File: src/rtl/image_rect_addr_gen.sv
// Rectangle address walker: turns upper-left/lower-right framebuffer addresses into a row-major beat stream.
// Latency: first beat (floor(ul/H_RES)+1)+(floor(lr/H_RES)+1)+2 cycles after start; then one beat per accepted cycle.
// Backpressure: valid/ready; beat fields are frozen while pix_valid=1 and pix_ready=0.
//
// Ports: clk/resetn (async active-low); start + ul_addr/lr_addr request a walk (sampled only in IDLE);
//        pix_valid/pix_ready/pix_addr/img_addr/last carry the beat stream;
//        busy marks a walk in progress, done pulses one cycle at the end, err flags a rejected request.
module image_rect_addr_gen #(
    parameter int H_RES = 640,
    parameter int V_RES = 480
) (
    input  logic        clk,
    input  logic        resetn,
    input  logic        start,
    input  logic [18:0] ul_addr,
    input  logic [18:0] lr_addr,
    output logic        pix_valid,
    input  logic        pix_ready,
    output logic [18:0] pix_addr,
    output logic [18:0] img_addr,
    output logic        last,
    output logic        busy,
    output logic        done,
    output logic        err
);

    localparam logic [18:0] H_W  = 19'(H_RES);
    localparam logic [18:0] NPIX = 19'(H_RES * V_RES);

    typedef enum logic [2:0] {IDLE, MOD_UL, MOD_LR, CHECK, RUN, DONE} state_t;

    state_t      state_q, state_d;
    logic [18:0] ul_q, ul_d;
    logic [18:0] lr_q, lr_d;
    logic [18:0] rem_q, rem_d;          // running remainder shared by both column divisions
    logic [18:0] ul_col_q, ul_col_d;
    logic [18:0] lr_col_q, lr_col_d;
    logic [18:0] pix_addr_q, pix_addr_d;
    logic [18:0] row_start_q, row_start_d;
    logic [18:0] col_cnt_q, col_cnt_d;
    logic [18:0] img_addr_q, img_addr_d;
    logic [18:0] width_m1_q, width_m1_d;
    logic        err_q, err_d;

    // State and datapath registers
    always_ff @(posedge clk or negedge resetn) begin
        if (!resetn) begin
            state_q     <= IDLE;
            ul_q        <= '0;
            lr_q        <= '0;
            rem_q       <= '0;
            ul_col_q    <= '0;
            lr_col_q    <= '0;
            pix_addr_q  <= '0;
            row_start_q <= '0;
            col_cnt_q   <= '0;
            img_addr_q  <= '0;
            width_m1_q  <= '0;
            err_q       <= 1'b0;
        end else begin
            state_q     <= state_d;
            ul_q        <= ul_d;
            lr_q        <= lr_d;
            rem_q       <= rem_d;
            ul_col_q    <= ul_col_d;
            lr_col_q    <= lr_col_d;
            pix_addr_q  <= pix_addr_d;
            row_start_q <= row_start_d;
            col_cnt_q   <= col_cnt_d;
            img_addr_q  <= img_addr_d;
            width_m1_q  <= width_m1_d;
            err_q       <= err_d;
        end
    end

    // Next-state and datapath update
    always_comb begin
        state_d     = state_q;
        ul_d        = ul_q;
        lr_d        = lr_q;
        rem_d       = rem_q;
        ul_col_d    = ul_col_q;
        lr_col_d    = lr_col_q;
        pix_addr_d  = pix_addr_q;
        row_start_d = row_start_q;
        col_cnt_d   = col_cnt_q;
        img_addr_d  = img_addr_q;
        width_m1_d  = width_m1_q;
        err_d       = err_q;
        case (state_q)
            IDLE: begin
                if (start) begin
                    ul_d  = ul_addr;
                    lr_d  = lr_addr;
                    rem_d = ul_addr;
                    err_d = 1'b0;
                    if (ul_addr >= NPIX || lr_addr >= NPIX || lr_addr < ul_addr) begin
                        err_d   = 1'b1;
                        state_d = DONE;
                    end else begin
                        state_d = MOD_UL;
                    end
                end
            end
            MOD_UL: begin
                if (rem_q >= H_W) begin
                    rem_d = rem_q - H_W;
                end else begin
                    ul_col_d = rem_q;
                    rem_d    = lr_q;   // preload the second division
                    state_d  = MOD_LR;
                end
            end
            MOD_LR: begin
                if (rem_q >= H_W) begin
                    rem_d = rem_q - H_W;
                end else begin
                    lr_col_d = rem_q;
                    state_d  = CHECK;
                end
            end
            CHECK: begin
                // Address order alone cannot reject a rectangle whose right edge lies left of its left edge.
                if (lr_col_q < ul_col_q) begin
                    err_d   = 1'b1;
                    state_d = DONE;
                end else begin
                    pix_addr_d  = ul_q;
                    row_start_d = ul_q;
                    col_cnt_d   = '0;
                    img_addr_d  = '0;
                    width_m1_d  = lr_col_q - ul_col_q;
                    state_d     = RUN;
                end
            end
            RUN: begin
                if (pix_ready) begin
                    img_addr_d = img_addr_q + 19'd1;
                    if (pix_addr_q == lr_q) begin
                        state_d = DONE;
                    end else if (col_cnt_q == width_m1_q) begin
                        row_start_d = row_start_q + H_W;
                        pix_addr_d  = row_start_q + H_W;
                        col_cnt_d   = '0;
                    end else begin
                        pix_addr_d = pix_addr_q + 19'd1;
                        col_cnt_d  = col_cnt_q + 19'd1;
                    end
                end
            end
            DONE:    state_d = IDLE;
            default: state_d = IDLE;
        endcase
    end

    // Outputs
    always_comb begin
        pix_valid = (state_q == RUN);
        busy      = (state_q == MOD_UL) || (state_q == MOD_LR) || (state_q == CHECK) || (state_q == RUN);
        done      = (state_q == DONE);
        last      = (state_q == RUN) && (pix_addr_q == lr_q);
        pix_addr  = pix_addr_q;
        img_addr  = img_addr_q;
        err       = err_q;
    end

endmodule

File: config.mk
export PLATFORM = sky130hd
export DESIGN_NAME = image_rect_addr_gen
export DESIGN_NICKNAME = d
export VERILOG_FILES = /design/src/rtl/image_rect_addr_gen.sv
export SDC_FILE = /design/constraint.sdc
export NUM_CORES = 1
export LEC_CHECK = 0
export ABC_AREA = 1
export BUFFER_PORTS_ARGS = -buffer_cell sky130_fd_sc_hd__buf_2
export CORE_MARGIN = 1
export CORE_UTILIZATION = 41
export DETAILED_ROUTE_END_ITERATION = 7
export PLACE_DENSITY_LB_ADDON = 0.15
export SETUP_SLACK_MARGIN = 0.3
export SLEW_MARGIN = 20
export SYNTH_ARGS = -nofsm -noshare
export SYNTH_HDL_FRONTEND = slang
export SYNTH_SLANG_ARGS = --single-unit
File: constraint.sdc
create_clock -name clk -period 1.9 [get_ports clk]
set_input_delay 0.285 -clock clk [delete_from_list [all_inputs] [get_ports clk]]
set_output_delay 0.285 -clock clk [all_outputs]
set_load 0.01 [all_outputs]
==> flow_summary.yaml <==
layout:
  final_cell_mix: "nand2_1 (484), dfrtp_1 (186), buf_4 (163)"
  utilization_pct: 62.3
  area_delta_synth_final_pct: 49.6
  drive_gt1_share_pct: 38.2
  final_common_cell: "nand2_1"
  instances_no_fill: 2488
  num_antenna_cells: 0
  fin_area_sq_um: 18500
  final_nets: 2170
timing:
  finalClockSkew_ns: 0.0150
  period_share_pct: 111
  fin_hold_ws_ns: 0.0666
  setup_slack_ns: -0.203
  clock.fmax_mhz: 475
  tns_ns: -14.62
  setup_viol: 100
  slew_violations: 0
  slew_headroom_pct: 65.4
  hold_violations: 0
  worst_pin_slew_ns: 0.515
  rsz0062_at_grt: "true"
  period_needed_ns: 2.10
place:
  dpl-instance-area_sq_um: 14600
  place_inst: 2339
  portBuffers: 84
  place_congestion: 0.910
  dpl.hpwl_um: 28300
  preCtsSetupSlack_ns: -0.0519
clock_tree:
  cts_tree: "yes"
  clock_path_buffers: 2
  cts_num_sinks: 194
  cts_buffers: 17
  cts-root-buf: "clkbuf_16"
  htree_levels: 4
  clk_latency_ns: 0.47
  clk_pin_slew_worst_paths_ns: 0.08
route:
  drc: 0
  detail-route-antenna-nets: 0
  num_vias: 12871
  vias_per_cell: 5.17
  drtPass1Iterations: 5
  drt_wl_total_um: 43000
  drt_iter0_markers: 1133
  wl_per_cell_um: 17.3
hold_path:
  hp-class: "input pin to register"
critical_path:
  r2r_slack_ns: -0.20
  crit_arrival_ns: 2.50
  crit_path_start_kind: "register"
  crit_fanout: 7
  end_kind: "register"
  cp.required_ns: 2.30
  crit_type: "register to register"
grt:
  grt_start_max_net_pins: 74
  grt-ovfl-total: 0
  grt_pass1_vias: 12133
  track_usage_pct: 26.9
  grt_pass1_wl_um: 64600
  antenna_found_initial: 0
synth:
  synth_top_area_share_pct: 39.4
  synthesis.area_sq_um: 12300
  synth-edff-count: 0
  ys_types: 44
  ys_seq_area_share_pct: 39.4
  syn_inst: 1765
  ys_ff_latch: 194
  synth.area.top_cells: "dfrtp_1 (39%), nand2_1 (19%), inv_1 (6.0%), o21ai_0 (4.7%), nor2_1 (4.4%)"
  yosysTopAreaCell: "dfrtp_1"
  avgSynthCellArea_sq_um: 6.99
  syn_nets: 1850
  synth_flop_cell: "dfrtp_1"
  async_reset_ff_share_pct: 100
  ys_warn_count: 0
floorplan:
  core-area_sq_um: 29600
  ios: 85
  initial_core_util_pct: 41.6
  fp.dieH_um: 175
  die_x_um: 175
  die_area_sq_um: 30800
  placementRows: 63
run_status:
  violations: "setup timing"
  status: "complete, but fails checks"
power_and_ir_drop:
  vdd_ir_drop_max_mv: 1.41
  p_per_area_nw_per_um2: 1670
  p_total_mw: 30.8
  power_leakage_nw: 9.30
flow_run:
  max_cap_viol_count: 0
-- per-layer routing --
layer | routed length, um | vias to the layer above | global-route usage (%)
met5 | 0 | - | 0
met4 | 1200 | 0 | 8.77
met3 | 2360 | 94 | 4.24
met2 | 19800 | 422 | 42.0
met1 | 19700 | 6104 | 38.1
li1 | - | 6251 | -
-- report_power, final --
group	total (mW)	leakage (nW)	switching, mW	internal (mW)
Clock	3.61	0.280	1.87	1.74
Combinational	20.4	6.48	11.7	8.73
Sequential	6.71	2.53	1.36	5.35
Total	30.8	9.30	14.9	15.8
-- layout make-up --
cell class,count,area [sq um]
fillers,2567,11200
multi-input cells,1305,8200
flip-flops and latches,194,4860
repair buffers,348,3430
inverters,216,878
well taps,390,488
clock buffers,17,425
clock inverters,15,138
repair inverters,3,26.3
-- cells by family (layout without fill, tap and decap cells) --
family / count (synthesis) / after routing / share of synthesized area [%]
AO/OA/AOI/OAI: 202 / 202 / 8.51
XOR/XNOR: 69 / 69 / 4.90
adder cells (fa/ha/maj): 43 / 43 / 4.42
buffers and inverters: 267 / 599 / 8.81
flip-flops: 194 / 194 / 39.4
multiplexers: 5 / 5 / 0.446
AND/OR/NAND/NOR: 985 / 986 / 33.5
-- worst paths after layout --
path | startpoint | endpoint | depth (start not counted)
setup / recovery | lr_col_q[18] | width_m1_q[14] | 12
setup reg to reg | lr_col_q[18] | width_m1_q[14] | 12
hold / removal | lr_addr[9] | lr_q[9] | 2
max in group asynchronous | resetn | lr_q[9] | 3
min in group asynchronous | resetn | width_m1_q[5] | 2
hold reg to reg | ul_col_q[15] | ul_col_q[15] | 2
-- synth_stat cells (2+ instances only) --
| cell | n |
|---|---|
| nand4_2 | 3 |
| nand3_2 | 2 |
| nor3_2 | 2 |
| nand3b_1 | 5 |
| buf_2 | 15 |
| nand2_1 | 635 |
| dfrtp_1 | 194 |
| xnor2_1 | 23 |
| o21ai_1 | 14 |
| o22ai_1 | 5 |
| nor4_1 | 3 |
| o21ai_0 | 116 |
| mux2_2 | 4 |
| nand2_2 | 7 |
| a31oi_1 | 3 |
| nor2_4 | 3 |
| nor2_2 | 6 |
| buf_4 | 3 |
| buf_6 | 7 |
| xor2_1 | 46 |
| inv_1 | 196 |
| or2_1 | 2 |
| nor3b_1 | 2 |
| clkbuf_1 | 22 |
| nor2_1 | 145 |
| nand4_1 | 39 |
| inv_2 | 20 |
| ha_1 | 42 |
| a21oi_1 | 54 |
| buf_1 | 3 |
| nor3_1 | 23 |
| a21o_1 | 4 |
| o21bai_1 | 4 |
| nand3_1 | 103 |
-- flip-flops by register name, summed over array words and instances, names as in the netlist --
| signal | count |
|---|---|
| img_addr | 19 |
| row_start_q | 19 |
| state_q | 3 |
| ul_q | 19 |
| lr_q | 19 |
| width_m1_q | 19 |
| lr_col_q | 19 |
| rem_q | 19 |
| pix_addr | 19 |
| col_cnt_q | 19 |
| err | 1 |
| ul_col_q | 19 |
-- worst max-delay path, cell delays in order (launching register included) --
cell	delay, ns
dfrtp_1	0.42
ha_4	0.30
nand4_1	0.20
nor2_4	0.20
nand3_4	0.10
buf_6	0.13
nand3_4	0.10
nand2_8	0.09
buf_6	0.13
buf_6	0.12
inv_8	0.07
nand3b_1	0.10
o21ai_2	0.07
-- timing repair --
item	4_1_cts	5_1_grt
cloned	20	10
buffers inserted	61	25
endpoints found under the setup margin	160	181
hold buffers	1	0
hold endpoints to repair	29	0
gates resized for setup	333	244
pin swaps	72	81
(Power assumes the default switching activity.)
